File: src/rtl/race_game_ctrl_if.sv
// Frame-tick/button inputs and registered game-state outputs shared between
// race_game_ctrl (slave) and whoever drives the buttons (master).
interface race_game_ctrl_if;
    logic       frame_tick;
    logic       btn_left;
    logic       btn_right;
    logic       btn_start;
    logic [9:0] carro_h_pos;
    logic [8:0] carro_v_pos;
    logic [9:0] obs1_h_pos;
    logic [8:0] obs1_v_pos;
    logic [9:0] obs2_h_pos;
    logic [8:0] obs2_v_pos;
    logic [9:0] lfsr;
    logic [7:0] score;
    logic       crashed;

    modport master (
        output frame_tick, btn_left, btn_right, btn_start,
        input  carro_h_pos, carro_v_pos, obs1_h_pos, obs1_v_pos,
        input  obs2_h_pos, obs2_v_pos, lfsr, score, crashed
    );

    modport slave (
        input  frame_tick, btn_left, btn_right, btn_start,
        output carro_h_pos, carro_v_pos, obs1_h_pos, obs1_v_pos,
        output obs2_h_pos, obs2_v_pos, lfsr, score, crashed
    );
endinterface

File: src/rtl/race_game_ctrl.sv
// Per-frame game-state engine: car, two obstacles, lane LFSR, score and speed.
// Define SPEEDUP_EN to build the dodge counter that raises obstacle speed.
module race_game_ctrl #(
    parameter int unsigned CAR_V_POS     = 400,
    parameter int unsigned CAR_STEP      = 4,
    parameter int unsigned H_MIN         = 120,
    parameter int unsigned H_MAX         = 470,
    parameter int unsigned OBS_RESPAWN_V = 480,
    parameter int unsigned OBS2_OFFSET   = 240,
    parameter logic [9:0]  LFSR_SEED     = 10'h3FF
) (
    input  logic            clk,
    input  logic            rst,
    race_game_ctrl_if.slave game_io
);

    localparam logic [10:0] CarV     = 11'(CAR_V_POS);
    localparam logic [10:0] ObjSize  = 11'd50;
    localparam logic [10:0] Step     = 11'(CAR_STEP);
    localparam logic [10:0] HMin     = 11'(H_MIN);
    localparam logic [10:0] HMax     = 11'(H_MAX);
    localparam logic [10:0] RespawnV = 11'(OBS_RESPAWN_V);
    localparam logic [9:0]  Lane0    = 10'd159;
    localparam logic [9:0]  Lane1    = 10'd295;
    localparam logic [9:0]  Lane2    = 10'd431;
    localparam logic [8:0]  Obs2VIni = 9'(OBS2_OFFSET);
    localparam logic [2:0]  SpeedIni = 3'd2;

    typedef enum logic [1:0] {StIdle, StRun, StCrash} state_e;

    state_e     state_q, state_d;
    logic [9:0] car_h_q, car_h_d;
    logic [9:0] obs1_h_q, obs1_h_d;
    logic [8:0] obs1_v_q, obs1_v_d;
    logic [9:0] obs2_h_q, obs2_h_d;
    logic [8:0] obs2_v_q, obs2_v_d;
    logic [9:0] lfsr_q, lfsr_d;
    logic [7:0] score_q, score_d;
    logic [2:0] speed;

    logic        tick, start;
    logic        collide;
    logic [10:0] obs1_adv, obs2_adv;
    logic        resp1, resp2;
    logic [1:0]  n_resp;
    logic [8:0]  score_sum;
    logic [7:0]  score_sat;
    logic [9:0]  car_move;
    logic        run_tick, restart;

    function automatic logic [9:0] lane(input logic [1:0] sel);
        case (sel)
            2'd0:    lane = Lane0;
            2'd2:    lane = Lane2;
            default: lane = Lane1;
        endcase
    endfunction

    // 11-bit compares so h+50 / v+50 never wrap.
    function automatic logic hit(input logic [9:0] oh, input logic [8:0] ov,
                                 input logic [9:0] ch);
        logic [10:0] oh11, ov11, ch11;
        oh11 = {1'b0, oh};
        ov11 = {2'b0, ov};
        ch11 = {1'b0, ch};
        hit  = (oh11 < ch11 + ObjSize) && (ch11 < oh11 + ObjSize) &&
               (ov11 < CarV + ObjSize) && (CarV < ov11 + ObjSize);
    endfunction

    assign tick     = game_io.frame_tick;
    assign start    = game_io.btn_start;
    assign collide  = hit(obs1_h_q, obs1_v_q, car_h_q) || hit(obs2_h_q, obs2_v_q, car_h_q);
    assign lfsr_d   = {lfsr_q[8:0], lfsr_q[9] ^ lfsr_q[6]};

    assign obs1_adv  = {2'b0, obs1_v_q} + {8'b0, speed};
    assign obs2_adv  = {2'b0, obs2_v_q} + {8'b0, speed};
    assign resp1     = obs1_adv >= RespawnV;
    assign resp2     = obs2_adv >= RespawnV;
    assign n_resp    = {1'b0, resp1} + {1'b0, resp2};
    assign score_sum = {1'b0, score_q} + {7'b0, n_resp};
    assign score_sat = score_sum[8] ? 8'hFF : score_sum[7:0];
    assign run_tick  = (state_q == StRun) && tick && !collide;
    assign restart   = (state_q == StCrash) && tick && start;

    always_comb begin
        logic [10:0] car11, car_dec, car_inc;
        car11    = {1'b0, car_h_q};
        car_dec  = car11 - Step;
        car_inc  = car11 + Step;
        car_move = car_h_q;
        if (game_io.btn_left && !game_io.btn_right) begin
            car_move = (car11 < HMin + Step) ? HMin[9:0] : car_dec[9:0];
        end else if (game_io.btn_right && !game_io.btn_left) begin
            car_move = (car_inc > HMax) ? HMax[9:0] : car_inc[9:0];
        end
    end

    always_comb begin
        state_d  = state_q;
        car_h_d  = car_h_q;
        obs1_h_d = obs1_h_q;
        obs1_v_d = obs1_v_q;
        obs2_h_d = obs2_h_q;
        obs2_v_d = obs2_v_q;
        score_d  = score_q;
        unique case (state_q)
            StIdle: begin
                if (tick && start) state_d = StRun;
            end
            StRun: begin
                if (tick && collide) begin
                    state_d = StCrash;
                end else if (tick) begin
                    car_h_d = car_move;
                    if (resp1) begin
                        obs1_v_d = '0;
                        obs1_h_d = lane(lfsr_q[1:0]);
                    end else begin
                        obs1_v_d = obs1_adv[8:0];
                    end
                    // When both respawn together obs2 draws from the next LFSR pair.
                    if (resp2) begin
                        obs2_v_d = '0;
                        obs2_h_d = resp1 ? lane(lfsr_q[3:2]) : lane(lfsr_q[1:0]);
                    end else begin
                        obs2_v_d = obs2_adv[8:0];
                    end
                    score_d = score_sat;
                end
            end
            StCrash: begin
                if (restart) begin
                    state_d  = StIdle;
                    car_h_d  = Lane1;
                    obs1_h_d = Lane0;
                    obs1_v_d = '0;
                    obs2_h_d = Lane2;
                    obs2_v_d = Obs2VIni;
                    score_d  = '0;
                end
            end
            default: state_d = StIdle;
        endcase
    end

    always_ff @(posedge clk) begin
        if (rst) begin
            state_q  <= StIdle;
            car_h_q  <= Lane1;
            obs1_h_q <= Lane0;
            obs1_v_q <= '0;
            obs2_h_q <= Lane2;
            obs2_v_q <= Obs2VIni;
            lfsr_q   <= LFSR_SEED;
            score_q  <= '0;
        end else begin
            state_q  <= state_d;
            car_h_q  <= car_h_d;
            obs1_h_q <= obs1_h_d;
            obs1_v_q <= obs1_v_d;
            obs2_h_q <= obs2_h_d;
            obs2_v_q <= obs2_v_d;
            lfsr_q   <= lfsr_d;
            score_q  <= score_d;
        end
    end

`ifdef SPEEDUP_EN
    logic [2:0] speed_q, speed_d;
    logic [3:0] dodge_q, dodge_d;
    logic [4:0] dodge_sum;

    assign speed     = speed_q;
    assign dodge_sum = {1'b0, dodge_q} + {3'b0, n_resp};

    always_comb begin
        speed_d = speed_q;
        dodge_d = dodge_q;
        if (run_tick && (n_resp != 2'd0)) begin
            if (dodge_sum >= 5'd8) begin
                dodge_d = '0;
                speed_d = (speed_q == 3'd7) ? 3'd7 : speed_q + 3'd1;
            end else begin
                dodge_d = dodge_sum[3:0];
            end
        end else if (restart) begin
            speed_d = SpeedIni;
            dodge_d = '0;
        end
    end

    always_ff @(posedge clk) begin
        if (rst) begin
            speed_q <= SpeedIni;
            dodge_q <= '0;
        end else begin
            speed_q <= speed_d;
            dodge_q <= dodge_d;
        end
    end
`else
    logic unused_run_tick;

    assign speed           = SpeedIni;
    assign unused_run_tick = run_tick;
`endif

    assign game_io.carro_h_pos = car_h_q;
    assign game_io.carro_v_pos = CarV[8:0];
    assign game_io.obs1_h_pos  = obs1_h_q;
    assign game_io.obs1_v_pos  = obs1_v_q;
    assign game_io.obs2_h_pos  = obs2_h_q;
    assign game_io.obs2_v_pos  = obs2_v_q;
    assign game_io.lfsr        = lfsr_q;
    assign game_io.score       = score_q;
    assign game_io.crashed     = (state_q == StCrash);

endmodule

File: src/flat_wrapper.sv
// flat-port wrapper written by rule: the top's interface ports become plain ports
module race_game_ctrl_flat 
#(
    parameter int unsigned CAR_V_POS     = 400,
    parameter int unsigned CAR_STEP      = 4,
    parameter int unsigned H_MIN         = 120,
    parameter int unsigned H_MAX         = 470,
    parameter int unsigned OBS_RESPAWN_V = 480,
    parameter int unsigned OBS2_OFFSET   = 240,
    parameter logic [9:0]  LFSR_SEED     = 10'h3FF
)
  (clk, rst, game_io_frame_tick, game_io_btn_left, game_io_btn_right, game_io_btn_start, game_io_carro_h_pos, game_io_carro_v_pos, game_io_obs1_h_pos, game_io_obs1_v_pos, game_io_obs2_h_pos, game_io_obs2_v_pos, game_io_lfsr, game_io_score, game_io_crashed);
  race_game_ctrl_if game_io_i ();
  input  logic clk;
  input  logic rst;
  input wire logic [$bits(game_io_i.frame_tick)-1:0] game_io_frame_tick;
  input wire logic [$bits(game_io_i.btn_left)-1:0] game_io_btn_left;
  input wire logic [$bits(game_io_i.btn_right)-1:0] game_io_btn_right;
  input wire logic [$bits(game_io_i.btn_start)-1:0] game_io_btn_start;
  output wire logic [$bits(game_io_i.carro_h_pos)-1:0] game_io_carro_h_pos;
  output wire logic [$bits(game_io_i.carro_v_pos)-1:0] game_io_carro_v_pos;
  output wire logic [$bits(game_io_i.obs1_h_pos)-1:0] game_io_obs1_h_pos;
  output wire logic [$bits(game_io_i.obs1_v_pos)-1:0] game_io_obs1_v_pos;
  output wire logic [$bits(game_io_i.obs2_h_pos)-1:0] game_io_obs2_h_pos;
  output wire logic [$bits(game_io_i.obs2_v_pos)-1:0] game_io_obs2_v_pos;
  output wire logic [$bits(game_io_i.lfsr)-1:0] game_io_lfsr;
  output wire logic [$bits(game_io_i.score)-1:0] game_io_score;
  output wire logic [$bits(game_io_i.crashed)-1:0] game_io_crashed;
  assign game_io_i.frame_tick = game_io_frame_tick;
  assign game_io_i.btn_left = game_io_btn_left;
  assign game_io_i.btn_right = game_io_btn_right;
  assign game_io_i.btn_start = game_io_btn_start;
  assign game_io_carro_h_pos = game_io_i.carro_h_pos;
  assign game_io_carro_v_pos = game_io_i.carro_v_pos;
  assign game_io_obs1_h_pos = game_io_i.obs1_h_pos;
  assign game_io_obs1_v_pos = game_io_i.obs1_v_pos;
  assign game_io_obs2_h_pos = game_io_i.obs2_h_pos;
  assign game_io_obs2_v_pos = game_io_i.obs2_v_pos;
  assign game_io_lfsr = game_io_i.lfsr;
  assign game_io_score = game_io_i.score;
  assign game_io_crashed = game_io_i.crashed;
  race_game_ctrl #(.CAR_V_POS(CAR_V_POS), .CAR_STEP(CAR_STEP), .H_MIN(H_MIN), .H_MAX(H_MAX), .OBS_RESPAWN_V(OBS_RESPAWN_V), .OBS2_OFFSET(OBS2_OFFSET), .LFSR_SEED(LFSR_SEED)) u_core (.clk(clk), .rst(rst), .game_io(game_io_i));
endmodule
File: config.mk
export PLATFORM = sky130hd
export DESIGN_NAME = race_game_ctrl_flat
export DESIGN_NICKNAME = d
export VERILOG_FILES = /design/src/rtl/race_game_ctrl_if.sv /design/src/rtl/race_game_ctrl.sv /design/src/flat_wrapper.sv
export SDC_FILE = /design/constraint.sdc
export NUM_CORES = 1
export LEC_CHECK = 0
export BUFFER_PORTS_ARGS = -buffer_cell sky130_fd_sc_hd__buf_2
export CORE_MARGIN = 3
export CORE_UTILIZATION = 57
export DETAILED_ROUTE_END_ITERATION = 8
export PLACE_DENSITY = 0.86
export SYNTH_ARGS = -nofsm -noshare
export SYNTH_HDL_FRONTEND = slang
export SYNTH_SLANG_ARGS = --single-unit
File: constraint.sdc
create_clock -name clk -period 3.8 [get_ports clk]
set_input_delay 0.38 -clock clk [delete_from_list [all_inputs] [get_ports clk]]
set_output_delay 0.38 -clock clk [all_outputs]
set_load 0.005 [all_outputs]
* Word-level counts from Yosys, hierarchy flattened
Index checks and enable logic that the tools add are counted.
** Storage, ports and cells
- Output and inout bits :: 76
- Input port bits :: 6
- Logic and storage cells :: 108
- Register bits after elaboration :: 68
** Cells by class
- Equality and inequality tests :: 12
- Bitwise gates (word level) :: 1
- Add/subtract/negate cells :: 11
- $lt $le $gt $ge :: 12
- Reductions and logical operators :: 24
- Multiplexer cells :: 40
** Operators with widths (count)
- 10-bit two-way mux :: 15
- 9-bit two-way mux :: 9
- 9-bit case mux with 2 select lines :: 4
- 10-bit case mux with 2 select lines :: 3
- 10-bit by 11-bit < comparator with 1-bit output :: 4
- 10-bit by 6-bit adder with 11-bit output (second input constant) :: 3
- 8-bit two-way mux :: 4
- 11-bit by 9-bit >= comparator with 1-bit output (second input constant) :: 2
- 9-bit by 11-bit < comparator with 1-bit output (first input constant) :: 2
- 9-bit by 2-bit adder with 10-bit output (second input constant) :: 2
- 9-bit by 6-bit adder with 10-bit output (second input constant) :: 2
- 9-bit < comparator (second input constant) :: 2
- 8-bit case mux with 2 select lines :: 1
- 5-bit AND reduction :: 3
- 1-bit logical AND :: 12
- 10-bit by 3-bit adder with 11-bit output (second input constant) :: 1
- 11-bit by 9-bit greater-than comparator with 1-bit output (second input constant) :: 1
- 10-bit by 7-bit < comparator with 1-bit output (second input constant) :: 1
- 10-bit by 3-bit subtractor with 10-bit output (second input constant) :: 1
- 8-bit by 2-bit adder with 9-bit output :: 1
- 2-bit by 1-bit inequality test with 1-bit output (second input constant) :: 4
- 2-bit equality test (second input constant) :: 3
- 2-bit zero test :: 3
- 2-bit two-way mux :: 3
- other kinds (11) :: 14

* Logic depth before layout (Yosys ltp)
Gate-level depths: netlist of run 1.
- Word-level depth :: 9
- Mapped depth :: 17
- Depth with buffers taken out :: 15

* Least setup slack after synthesis of run 1
Ideal clock, no wire load.
- Kind :: reg-to-reg
- Start point :: register u_core.obs2_v_q[3], in the netlist u_core.game_io.obs2_v_pos[3]
- End point :: register u_core.score_q[1], in the netlist u_core.game_io.score[1]
- Stages on the path, launching flop included :: 18
- Data arrival time :: 3504 ps
- Required time :: 3730 ps
- Setup slack :: 226 ps
- Library setup time :: 70 ps
- Path buffers :: 2
- Clock period less this slack :: 3574 ps
- Path through :: dfxtp_1 buf_2 and3_1 clkbuf_1 nand2_1 o21ai_0 a32oi_1 nor2_1 inv_1 fa_1 inv_1 ha_1 nand3_1 nor2_1 and3_1 o21ai_0 or4_1 a21oi_1
** On the way
- Word-level cells in the longest chain between the ends :: 8
- Elaborated cells on any way between the ends :: 17
- Those cells by class :: add/sub (4); order compare (3); eq/ne (1); mux (4); reduce/logical (5)
** RTL lines
- start: declaration :: RTL line race_game_ctrl.sv:36 : logic [8:0] obs2_v_q, obs2_v_d;
- start signal: assignment :: RTL line race_game_ctrl.sv:153 : obs2_v_q <= Obs2VIni;
- start signal: assignment :: RTL line race_game_ctrl.sv:162 : obs2_v_q <= obs2_v_d;
- 9-bit by 2-bit adder with 10-bit output :: RTL line race_game_ctrl.sv:76 : assign obs2_adv = {2'b0, obs2_v_q} + {8'b0, speed};
- 11-bit by 9-bit >= comparator with 1-bit output :: RTL line race_game_ctrl.sv:78 : assign resp2 = obs2_adv >= RespawnV;
- 1-bit by 1-bit adder with 2-bit output :: RTL line race_game_ctrl.sv:79 : assign n_resp = {1'b0, resp1} + {1'b0, resp2};
- 8-bit by 2-bit adder with 9-bit output :: RTL line race_game_ctrl.sv:80 : assign score_sum = {1'b0, score_q} + {7'b0, n_resp};
- 8-bit two-way mux :: RTL line race_game_ctrl.sv:81 : assign score_sat = score_sum[8] ? 8'hFF : score_sum[7:0];
- 8-bit two-way mux :: RTL line race_game_ctrl.sv:113 : end else if (tick) begin
- 8-bit two-way mux :: RTL line race_game_ctrl.sv:111 : if (tick && collide) begin
- 8-bit case mux with 2 select lines :: RTL line race_game_ctrl.sv:106 : unique case (state_q)
- end signal: assignment :: RTL line race_game_ctrl.sv:164 : score_q <= score_d;
- end: declaration :: RTL line race_game_ctrl.sv:38 : logic [7:0] score_q, score_d;
Several ways; a longest one is shown, not always the timed one. The select of a mux whose other input is x is not followed.
A chain may end at the register's enable or synchronous reset.

* Final worst setup path of run 1
- Start point :: register u_core.car_h_q[3], in the netlist u_core.game_io.carro_h_pos[3]
- End point :: register u_core.score_q[5], in the netlist u_core.game_io.score[5]
** On the way
- Word-level cells in the longest chain between the ends :: 9
- Elaborated cells on any way between the ends :: 15
- Those cells by class :: add/sub (1); order compare (4); eq/ne (1); reduce/logical (9)
** RTL lines
- start: declaration :: RTL line race_game_ctrl.sv:32 : logic [9:0] car_h_q, car_h_d;
- start signal: assignment :: RTL line race_game_ctrl.sv:149 : car_h_q <= Lane1;
- start signal: assignment :: RTL line race_game_ctrl.sv:158 : car_h_q <= car_h_d;
- 10-bit by 6-bit adder with 11-bit output :: RTL line race_game_ctrl.sv:66 : hit = (oh11 < ch11 + ObjSize) && (ch11 < oh11 + ObjSize) &&
- 10-bit by 11-bit < comparator with 1-bit output :: RTL line race_game_ctrl.sv:66
- 1-bit logical AND (2 in series) :: RTL line race_game_ctrl.sv:66
- 1-bit logical AND :: RTL line race_game_ctrl.sv:67 : (ov11 < CarV + ObjSize) && (CarV < ov11 + ObjSize);
- 1-bit logical OR * :: RTL line race_game_ctrl.sv:72 : assign collide = hit(obs1_h_q, obs1_v_q, car_h_q) || hit(obs2_h_q, obs2_v_q, car_h_q);
- 1-bit logical AND * :: RTL line race_game_ctrl.sv:111
- 2-bit inequality test (no source line) *
- 4-bit AND reduction (no source line) *
Every way passes the cells marked *; elsewhere a longest branch is shown, timed or not.

==> metrics.log, run 1 <==
INFO  metric setup-tns-final = 0 ps
INFO  metric synthDistinctLibCells = 80
INFO  metric area_delta_synth_final = 7.55%
INFO  metric postRouteAntennaNets = 0
INFO  metric largest_net_degree_at_the_start_of_global_routing = 52
INFO  metric routability_congestion_estimate_from_global_placement = 0.990
INFO  metric drt_pre_antenna_iters = 9
INFO  metric post_cts.repair.setup_buffers = 0
INFO  metric synth-seq-cells = 52
INFO  metric die_x = 96.4 um
INFO  metric cp.buffers_inverters = 1
INFO  metric cellLeakagePower = 2.05 nW
INFO  metric slew_headroom = 0.392
INFO  metric worst_pin_slew = 912 ps
INFO  metric multi_input_comb_area = 3110 sq um
INFO  metric ys.warnings.count = 0
INFO  metric initial_utilization = 0.596
INFO  metric seqCellArea = 1040 sq um
INFO  metric detail_route.wl_per_cell = 18.5 um
INFO  metric first_global_vias = 4,342
INFO  metric gr-usage-all-layers = 0.289
INFO  metric post-route-period-util = 0.930
INFO  metric drc = 2
INFO  metric drive_above_1_share = 0.197
INFO  metric globalRouteOverflowTotal = 0
INFO  metric vdd_ir_drop_max = 0.000258 V
INFO  metric port-buffer-count = 60
INFO  metric cts.root.buffer_cell = clkbuf_8
INFO  metric timing.critical_path.fanout_max = 14
INFO  metric clock_sink_count = 52
INFO  metric status = finished, violations left
INFO  metric layout.cells.most_common_list = buf_2, dfxtp_1, nand2_1
INFO  metric max_freq = 283 MHz
INFO  metric cp-end-kind = flop
INFO  metric timing.rr.end = u_core.game_io.score[5]$_SDFFE_PP0P_
INFO  metric timing.reg2reg.setup_slack = 270 ps
INFO  metric worst_hold_slack = 453 ps
INFO  metric synth_area_per_cell = 7.72 sq um
INFO  metric reg2reg_depth = 12
INFO  metric drt_iter0_drc = 622
INFO  metric timing.hold.worst.start = game_io_btn_start
INFO  metric slowest_stage = dfxtp_1
INFO  metric netlist_area = 4660 sq um
INFO  metric drt_wl_total = 13,700 um
INFO  metric violations = DRC
INFO  metric grt_antenna_before_repair = 0
INFO  metric place.detailed.hpwl = 9880 um
INFO  metric timing.critical_path.required = 4070 ps
INFO  metric worst_min_path_class = primary input to flop
INFO  metric std_cell_rows = 32
INFO  metric synth_edf_count = 0
INFO  metric synth_top_flop_cell = dfxtp_1
INFO  metric fp.dieH = 96.4 um
INFO  metric worst_ep_arrival_time = 3810 ps
INFO  metric synthArstFlopShare = 0
INFO  metric holdPathEnd = u_core.state_q[1]$_SDFFE_PP0P_
INFO  metric criticalPathCategory = flop to flop
INFO  metric post_cts_resized = 0
INFO  metric most_common_cell_after_layout_fill_and_taps_aside = buf_2
INFO  metric reg2reg_from = u_core.game_io.carro_h_pos[3]$_SDFFE_PP0P_
INFO  metric cts.reportedPaths.clkPinSlew = 100 ps
INFO  metric vias_per_cell = 6.69
INFO  metric antenna-diode-count = 0
INFO  metric critical_path.top_delay_family = compound AO/OA/AOI/OAI gates
INFO  metric floorplan.io_pins = 82
INFO  metric max_cap_violations = 0
INFO  metric ys_seq_area_frac = 0.224
INFO  metric hold_depth = 4
INFO  metric cts_buf_count = 5
INFO  metric finalNetCount = 669
INFO  metric cts-hold-fix-buffers = 0
INFO  metric clock_insertion_delay_worst_skew = 320 ps
INFO  metric critPathMostFrequentCell = ha_1
INFO  metric htree_num_levels = 2
INFO  metric tritoncts_clock_tree = built
INFO  metric slew_violations = 0
INFO  metric routed-via-count = 4,933
INFO  metric fp.coreArea = 7810 sq um
INFO  metric grt_pass1_wl = 21,300 um
INFO  metric max_stage_delay = 460 ps
INFO  metric report.final.hold_viol_count = 0
INFO  metric rsz0062_at_grt = false
INFO  metric period_needed = 3530 ps
INFO  metric timing.final.setup_violations = 0
INFO  metric fillerInstances = 680
INFO  metric synthesis.instances = 603
INFO  metric skew = 6.61 ps
INFO  metric cts.path.max_buffers = 2
INFO  metric total_die_area = 9290 sq um
INFO  metric crit_chain = ha_1, nand2_1, xnor2_1, ha_1, or2_2, o311a_1, o2bb2ai_1, a221o_2, o221a_1, buf_4, o21ai_4, o221a_2
INFO  metric critical_path_launch_point_type = flop
INFO  metric cellPowerDensity = 437 nW/um^2
[metrics by stage]
step / instances / total power, mW / setup slack (ps) / utilization / cell area [sq um]
floorplan: 622 / 1.46 / 226 / - / 4730
global placement: 729 / 1.70 / 432 / 0.626 / 4890
detailed placement: 729 / 1.75 / 326 / 0.626 / 4890
CTS: 737 / 2.16 / 302 / 0.641 / 5010
global route: 737 / 2.30 / 0.136 / 0.641 / 5010
finish: 737 / 2.19 / 267 / 0.641 / 5010
[kinds of logic (layout without fill, tap and decap cells)]
| logic type | Yosys count | in the layout | share of synthesized area |
|---|---|---|---|
| AO/OA/AOI/OAI | 183 | 183 | 0.296 |
| XOR/XNOR | 8 | 8 | 0.0151 |
| adder cells (fa/ha/maj) | 29 | 29 | 0.0795 |
| buffers and inverters | 111 | 124 | 0.125 |
| flip-flops | 52 | 52 | 0.224 |
| multiplexers | 13 | 13 | 0.0317 |
| other | 2 | 21 | 0.00161 |
| AND/OR/NAND/NOR | 205 | 205 | 0.227 |
[synth_stat cells, types with 6 or more instances]
| library cell | number | area, sq um |
|---|---|---|
| nor3_1 | 21 | 105 |
| buf_2 | 10 | 50.1 |
| nand2_1 | 45 | 169 |
| a31oi_1 | 9 | 56.3 |
| o31ai_1 | 16 | 120 |
| nand3_1 | 23 | 115 |
| o2111ai_1 | 6 | 52.6 |
| buf_4 | 35 | 263 |
| nor4_1 | 9 | 56.3 |
| o41ai_1 | 10 | 87.6 |
| dfxtp_1 | 52 | 1040 |
| nor2_1 | 41 | 154 |
| a21oi_1 | 35 | 175 |
| and3_1 | 9 | 56.3 |
| xnor2_1 | 6 | 52.6 |
| inv_1 | 30 | 113 |
| clkbuf_1 | 28 | 105 |
| a211oi_1 | 9 | 67.6 |
| nor2b_1 | 7 | 43.8 |
| nand2b_1 | 6 | 37.5 |
| mux2i_1 | 8 | 80.1 |
| o21ai_0 | 21 | 105 |
| or2_2 | 12 | 75.1 |
| o211ai_1 | 15 | 113 |
| ha_1 | 28 | 350 |
[routing by layer]
layer,global-route usage,wire [um],share of wire
met1,0.392,5650,0.41
met2,0.455,6310,0.46
met3,0.0550,1300,0.095
met4,0.111,401,0.029
met5,0,0,0
[area by class of cell]
| cell class | instances | area share |
|---|---|---|
| multi-input combinational | 459 | 0.622 |
| tap | 102 | 0.0255 |
| sequential | 52 | 0.208 |
| clock inverter | 2 | 0.00775 |
| inverter | 31 | 0.0232 |
| timing repair buffer | 85 | 0.0975 |
| clock buffer | 6 | 0.0165 |
[sequential cells by signal, indices dropped and copies added (netlist names)]
signal / cells
u_core.game_io.score: 8
u_core.game_io.carro_h_pos: 10
u_core.game_io.obs1_v_pos: 8
u_core.game_io.obs1_h_pos: 3
u_core.game_io.obs2_v_pos: 8
u_core.game_io.lfsr: 10
u_core.state_q: 2
u_core.game_io.obs2_h_pos: 3
[how the worst max path moves through the flow]
stage	endpoint	start	depth (start not counted)
floorplan	u_core.game_io.score[1]$_SDFFE_PP0P_	u_core.game_io.obs2_v_pos[3]$_SDFFE_PP0P_	17
global placement	u_core.game_io.carro_h_pos[3]$_SDFFE_PP0P_	u_core.game_io.obs2_h_pos[4]$_SDFFE_PP0P_	12
detailed placement	u_core.game_io.score[5]$_SDFFE_PP0P_	u_core.game_io.carro_h_pos[3]$_SDFFE_PP0P_	12
CTS	u_core.game_io.score[5]$_SDFFE_PP0P_	u_core.game_io.carro_h_pos[3]$_SDFFE_PP0P_	12
global route	u_core.game_io.score[1]$_SDFFE_PP0P_	u_core.game_io.obs1_v_pos[1]$_SDFFE_PP0P_	13
finish	u_core.game_io.score[5]$_SDFFE_PP0P_	u_core.game_io.carro_h_pos[3]$_SDFFE_PP0P_	12
[power by group]
part | total [mW] | switching [mW] | leakage (nW) | internal [mW]
sequential | 0.686 | 0.0914 | 0.422 | 0.595
combinational | 1.09 | 0.658 | 1.57 | 0.430
clock | 0.413 | 0.197 | 0.0614 | 0.216
[worst reg2reg max path: cells and delay by family, from the launching register on]
kind / cells / cell delay (ps)
XOR/XNOR: 1 / 220
AO/OA/AOI/OAI: 6 / 1580
flip-flops: 1 / 460
AND/OR/NAND/NOR: 2 / 380
adder cells (fa/ha/maj): 2 / 580
buffers and inverters: 1 / 250
(Power assumes the default switching activity.)
==> run 2: changes to the inputs <==
Settings changed: CAP_MARGIN from default to 10, PLACE_DENSITY 0.86 to 0.88.
==> run 2 against run 1 <==
Compared with the run above: critical path depth grew 1; maximum frequency grew 0.56%; cell area shrank 0.87%; clock power shrank 18%; total power shrank 4.4%; register-to-register slack gained 20 ps; the run now ends clean; final cell count shrank 0.68%; via count shrank 0.10%; sequential share of layout area grew 0.23 points; highest routed layer unchanged; first-iteration DRC count shrank 6.1%.
==> metrics.log, run 2 (same netlist as run 1, synthesis figures left out) <==
INFO  metric fp.coreArea = 7810 sq um
INFO  metric drt_iter0_drc = 584
INFO  metric floorplan.io_pins = 82
INFO  metric drc = 0
INFO  metric cts.root.buffer_cell = clkbuf_8
INFO  metric design_power_total = 2.09 mW
INFO  metric fp.dieH = 96.4 um
INFO  metric timing.critical_path.required = 4060 ps
INFO  metric grt_antenna_before_repair = 0
INFO  metric setup-tns-final = 0 ps
INFO  metric grt_pass1_wl = 20,900 um
INFO  metric critPathMostFrequentCell = ha_1
INFO  metric place.detailed.hpwl = 9260 um
INFO  metric htree_num_levels = 2
INFO  metric gr-usage-all-layers = 0.278
INFO  metric area_delta_synth_final = 6.61%
INFO  metric multi_input_comb_area = 3130 sq um
INFO  metric drt_wl_total = 13,100 um
INFO  metric clock_sink_count = 52
INFO  metric layout.cells.most_common_list = buf_2, dfxtp_1, nand2_1
INFO  metric skew = 14.7 ps
INFO  metric tritoncts_clock_tree = built
INFO  metric vias_per_cell = 6.73
INFO  metric vdd_ir_drop_max = 0.000194 V
INFO  metric slowest_stage = dfxtp_1
INFO  metric port-buffer-count = 60
INFO  metric crit_chain = inv_1, ha_1, xnor2_1, ha_1, or3_1, o2111ai_1, a21oi_1, a311o_1, a221o_2, o221a_1, buf_4, o21ai_4, o221a_2
INFO  metric postRouteAntennaNets = 0
INFO  metric max_cap_violations = 0
INFO  metric slew_headroom = 0.397
INFO  metric cp-end-kind = flop
INFO  metric timing.final.setup_violations = 0
INFO  metric critical_path_launch_point_type = flop
INFO  metric cts.path.max_buffers = 2
INFO  metric max_stage_delay = 400 ps
INFO  metric cellLeakagePower = 2.00 nW
INFO  metric initial_utilization = 0.596
INFO  metric total_die_area = 9290 sq um
INFO  metric max_freq = 285 MHz
INFO  metric routability_congestion_estimate_from_global_placement = 0.990
INFO  metric seqCellArea = 1040 sq um
INFO  metric detail_route.wl_per_cell = 17.9 um
INFO  metric worst_pin_slew = 905 ps
INFO  metric first_global_vias = 4,321
INFO  metric finalNetCount = 664
INFO  metric largest_net_degree_at_the_start_of_global_routing = 52
INFO  metric drive_above_1_share = 0.198
INFO  metric cts_buf_count = 5
INFO  metric critical_path.top_delay_family = compound AO/OA/AOI/OAI gates
INFO  metric most_common_cell_after_layout_fill_and_taps_aside = buf_2
INFO  metric cts-hold-fix-buffers = 0
INFO  metric timing.critical_path.fanout_max = 14
INFO  metric report.final.hold_viol_count = 0
INFO  metric cp.buffers_inverters = 2
INFO  metric globalRouteOverflowTotal = 0
INFO  metric antenna-diode-count = 0
INFO  metric worst_hold_slack = 446 ps
INFO  metric period_needed = 3510 ps
INFO  metric clock_insertion_delay_worst_skew = 320 ps
INFO  metric criticalPathCategory = flop to flop
INFO  metric rsz0062_at_grt = false
INFO  metric status = finished clean
INFO  metric cts.reportedPaths.clkPinSlew = 100 ps
INFO  metric cellPowerDensity = 421 nW/um^2
INFO  metric worst_min_path_class = flop to flop
INFO  metric die_x = 96.4 um
INFO  metric post-route-period-util = 0.925
INFO  metric worst_ep_arrival_time = 3780 ps
INFO  metric std_cell_rows = 32
INFO  metric drt_pre_antenna_iters = 5
INFO  metric fillerInstances = 682
INFO  metric slew_violations = 0
INFO  metric routed-via-count = 4,928
-- run 2: changes by cell type in the layout (fill, tap and decap cells not counted), sizes merged --
| cell | delta |
|---|---|
| inv | +2 |
| bufinv | -1 |
| clkbuf | -1 |
| clkinvlp | +1 |
| clkinv | -1 |
| buf | -5 |
-- run 2: path summary, 6_finish.rpt --
path | startpoint | endpoint | slack, ps | cells after the start
worst max-delay path | u_core.game_io.obs2_h_pos[4]$_SDFFE_PP0P_ | u_core.game_io.score[5]$_SDFFE_PP0P_ | 290 | 13
worst min-delay path | u_core.game_io.lfsr[7]$_SDFF_PP1_ | u_core.game_io.lfsr[8]$_SDFF_PP1_ | 450 | 1
worst max register to register | u_core.game_io.obs2_h_pos[4]$_SDFFE_PP0P_ | u_core.game_io.score[5]$_SDFFE_PP0P_ | 290 | 13
worst min register to register | u_core.game_io.lfsr[7]$_SDFF_PP1_ | u_core.game_io.lfsr[8]$_SDFF_PP1_ | 450 | 1
-- run 2: power by group --
group          internal [mW]  switching [mW]  total [mW]  leakage, nW
Sequential             0.596          0.0884       0.684        0.423
Clock                  0.135           0.204       0.339       0.0452
Combinational          0.424           0.644        1.07         1.54
-- run 2: layout make-up --
type | instances | area share
clock buffer | 5 | 0.0139
inverter | 31 | 0.0234
clock inverter | 3 | 0.00504
multi-input combinational | 459 | 0.631
sequential | 52 | 0.210
timing repair buffer | 80 | 0.0907
tap | 102 | 0.0257
-- run 2: worst reg2reg max path, delay by kind of cell, from the launching register on --
kind	cells	cell delay (ps)
AO/OA/AOI/OAI	7	1770
adder cells (fa/ha/maj)	2	470
flip-flops	1	400
AND/OR/NAND/NOR	1	370
buffers and inverters	2	340
XOR/XNOR	1	120
-- run 2: what timing repair did --
| action | in CTS | in global routing |
|---|---|---|
| gates resized for setup | 0 | 6 |
| hold endpoints to repair | 0 | 0 |
| setup endpoints to repair | 0 | 4 |
| buffers inserted | 0 | 0 |
-- run 2: per-layer routing --
layer	vias to the layer above	track usage	wire, um
li1	2257	-	-
met1	2298	0.377	5430
met2	331	0.457	6120
met3	42	0.0380	1270
met4	0	0.0900	306
met5	-	0	0
-- run 2: per-stage QoR --
step / utilization / worst slack, ps / instance area (sq um) / cells
final: 0.636 / 286 / 4960 / 732
after global routing: 0.636 / 9.99 / 4960 / 732
after CTS: 0.633 / 157 / 4940 / 732
after detailed placement: 0.621 / 173 / 4850 / 724
after global placement: 0.621 / 319 / 4850 / 724
after floorplan: - / 226 / 4730 / 622
==> run 3: changes to the inputs <==
Settings changed: RECOVER_POWER from default to 50.
==> run 3 against run 2 <==
Compared with the run above: global-route usage unchanged; largest power group unchanged; via count about the same; setup slack worse by 23 ps; non-clock buffer count unchanged; final cell count unchanged.
==> metrics.log, run 3 (same netlist as run 1, synthesis figures left out) <==
INFO  metric status = finished clean
INFO  metric gr-usage-all-layers = 0.278
INFO  metric floorplan.io_pins = 82
INFO  metric cts.root.buffer_cell = clkbuf_8
INFO  metric clock_sink_count = 52
INFO  metric cellLeakagePower = 1.91 nW
INFO  metric drc = 0
INFO  metric cp-end-kind = flop
INFO  metric timing.critical_path.required = 4050 ps
INFO  metric report.final.hold_viol_count = 0
INFO  metric fillerInstances = 701
INFO  metric max_cap_violations = 0
INFO  metric rsz0062_at_grt = false
INFO  metric std_cell_rows = 32
INFO  metric slew_violations = 0
INFO  metric slew_headroom = 0.379
INFO  metric largest_net_degree_at_the_start_of_global_routing = 52
INFO  metric most_common_cell_after_layout_fill_and_taps_aside = dfxtp_1
INFO  metric timing.final.setup_violations = 0
INFO  metric fp.coreArea = 7810 sq um
INFO  metric seqCellArea = 1040 sq um
INFO  metric cts_buf_count = 5
INFO  metric fp.dieH = 96.4 um
INFO  metric critical_path_launch_point_type = flop
INFO  metric htree_num_levels = 2
INFO  metric worst_ep_arrival_time = 3790 ps
INFO  metric post_cts_resized = 0
INFO  metric cts.path.max_buffers = 2
INFO  metric clock_insertion_delay_worst_skew = 320 ps
INFO  metric finalNetCount = 664
INFO  metric vdd_ir_drop_max = 0.000195 V
INFO  metric layout.cells.most_common_list = dfxtp_1, nand2_1, nor2_1
INFO  metric post-route-period-util = 0.931
INFO  metric post_cts.repair.setup_buffers = 0
INFO  metric timing.reg2reg.setup_slack = 260 ps
INFO  metric period_needed = 3540 ps
INFO  metric cts.reportedPaths.clkPinSlew = 110 ps
INFO  metric setup-tns-final = 0 ps
INFO  metric cellPowerDensity = 424 nW/um^2
INFO  metric place.detailed.hpwl = 9260 um
INFO  metric die_x = 96.4 um
INFO  metric drt_pre_antenna_iters = 5
INFO  metric postRouteAntennaNets = 0
INFO  metric drt_iter0_drc = 565
INFO  metric tritoncts_clock_tree = built
INFO  metric globalRouteOverflowTotal = 0
INFO  metric multi_input_comb_area = 3130 sq um
INFO  metric criticalPathCategory = flop to flop
INFO  metric cts-hold-fix-buffers = 0
INFO  metric port-buffer-count = 60
INFO  metric skew = 14.6 ps
INFO  metric area_delta_synth_final = 5.62%
INFO  metric routed-via-count = 4,926
INFO  metric detail_route.wl_per_cell = 18.1 um
INFO  metric worst_min_path_class = flop to flop
INFO  metric grt_pass1_wl = 20,900 um
INFO  metric drt_wl_total = 13,200 um
INFO  metric drive_above_1_share = 0.152
INFO  metric antenna-diode-count = 0
INFO  metric timing.critical_path.fanout_max = 11
INFO  metric final_core_utilization = 0.630
INFO  metric total_die_area = 9290 sq um
INFO  metric first_global_vias = 4,321
INFO  metric initial_utilization = 0.596
INFO  metric worst_pin_slew = 931 ps
INFO  metric max_freq = 283 MHz
INFO  metric routability_congestion_estimate_from_global_placement = 0.990
INFO  metric grt_antenna_before_repair = 0
INFO  metric vias_per_cell = 6.73
run 3: cell count changes in the layout (fill, tap and decap cells not counted), sizes merged:
cell    previous run  this run
buf               80        51
clkbuf             5        34
run 3: critical path, stage by stage (launching register included):
cell and delay (ps):
dfxtp_1 550, and3_2 360, nand2_1 70, o21ai_0 160, a32oi_1 70, nor2_1 160, inv_1 120, fa_1 420
inv_1 70, ha_1 180, nand3_1 120, nor2_1 240, and3_1 270, o21ai_0 90, or4_1 410, a21oi_1 160
run 3: report_power, final:
| group | leakage, nW | internal (mW) | switching (mW) | total [mW] |
|---|---|---|---|---|
| Combinational | 1.44 | 0.411 | 0.647 | 1.06 |
| Sequential | 0.423 | 0.596 | 0.0894 | 0.685 |
| Clock | 0.0452 | 0.135 | 0.206 | 0.340 |
run 3: per-stage QoR:
stage                     hold slack, ps  instance area (sq um)  total power [mW]  worst slack, ps  cells
after floorplan                      416                   4730              1.46              226    622
after detailed placement             421                   4850              1.73              173    724
after global placement               418                   4850              1.69              319    724
final                                448                   4920              2.08              264    732
after global routing                 462                   4920              2.22             9.69    732
after CTS                            451                   4940              2.07              157    732
run 3: path summary, 6_finish.rpt:
path | startpoint | end | depth (start not counted)
setup / recovery | u_core.game_io.obs2_v_pos[3]$_SDFFE_PP0P_ | u_core.game_io.score[1]$_SDFFE_PP0P_ | 15
hold / removal | u_core.game_io.lfsr[7]$_SDFF_PP1_ | u_core.game_io.lfsr[8]$_SDFF_PP1_ | 1
setup reg to reg | u_core.game_io.obs2_v_pos[3]$_SDFFE_PP0P_ | u_core.game_io.score[1]$_SDFFE_PP0P_ | 15
hold reg to reg | u_core.game_io.lfsr[7]$_SDFF_PP1_ | u_core.game_io.lfsr[8]$_SDFF_PP1_ | 1
run 3: cell type report:
type	count	share of cell area
clock buffers	5	0.0140
clock inverters	3	0.00509
inverters	31	0.0237
multi-input cells	459	0.637
flip-flops and latches	52	0.212
well taps	102	0.0260
repair buffers	80	0.0822
run 3: layer usage:
metal,global-route usage,routed length [um]
met5,0,0
met3,0.0380,1430
met2,0.457,6140
met1,0.377,5290
met4,0.0900,359
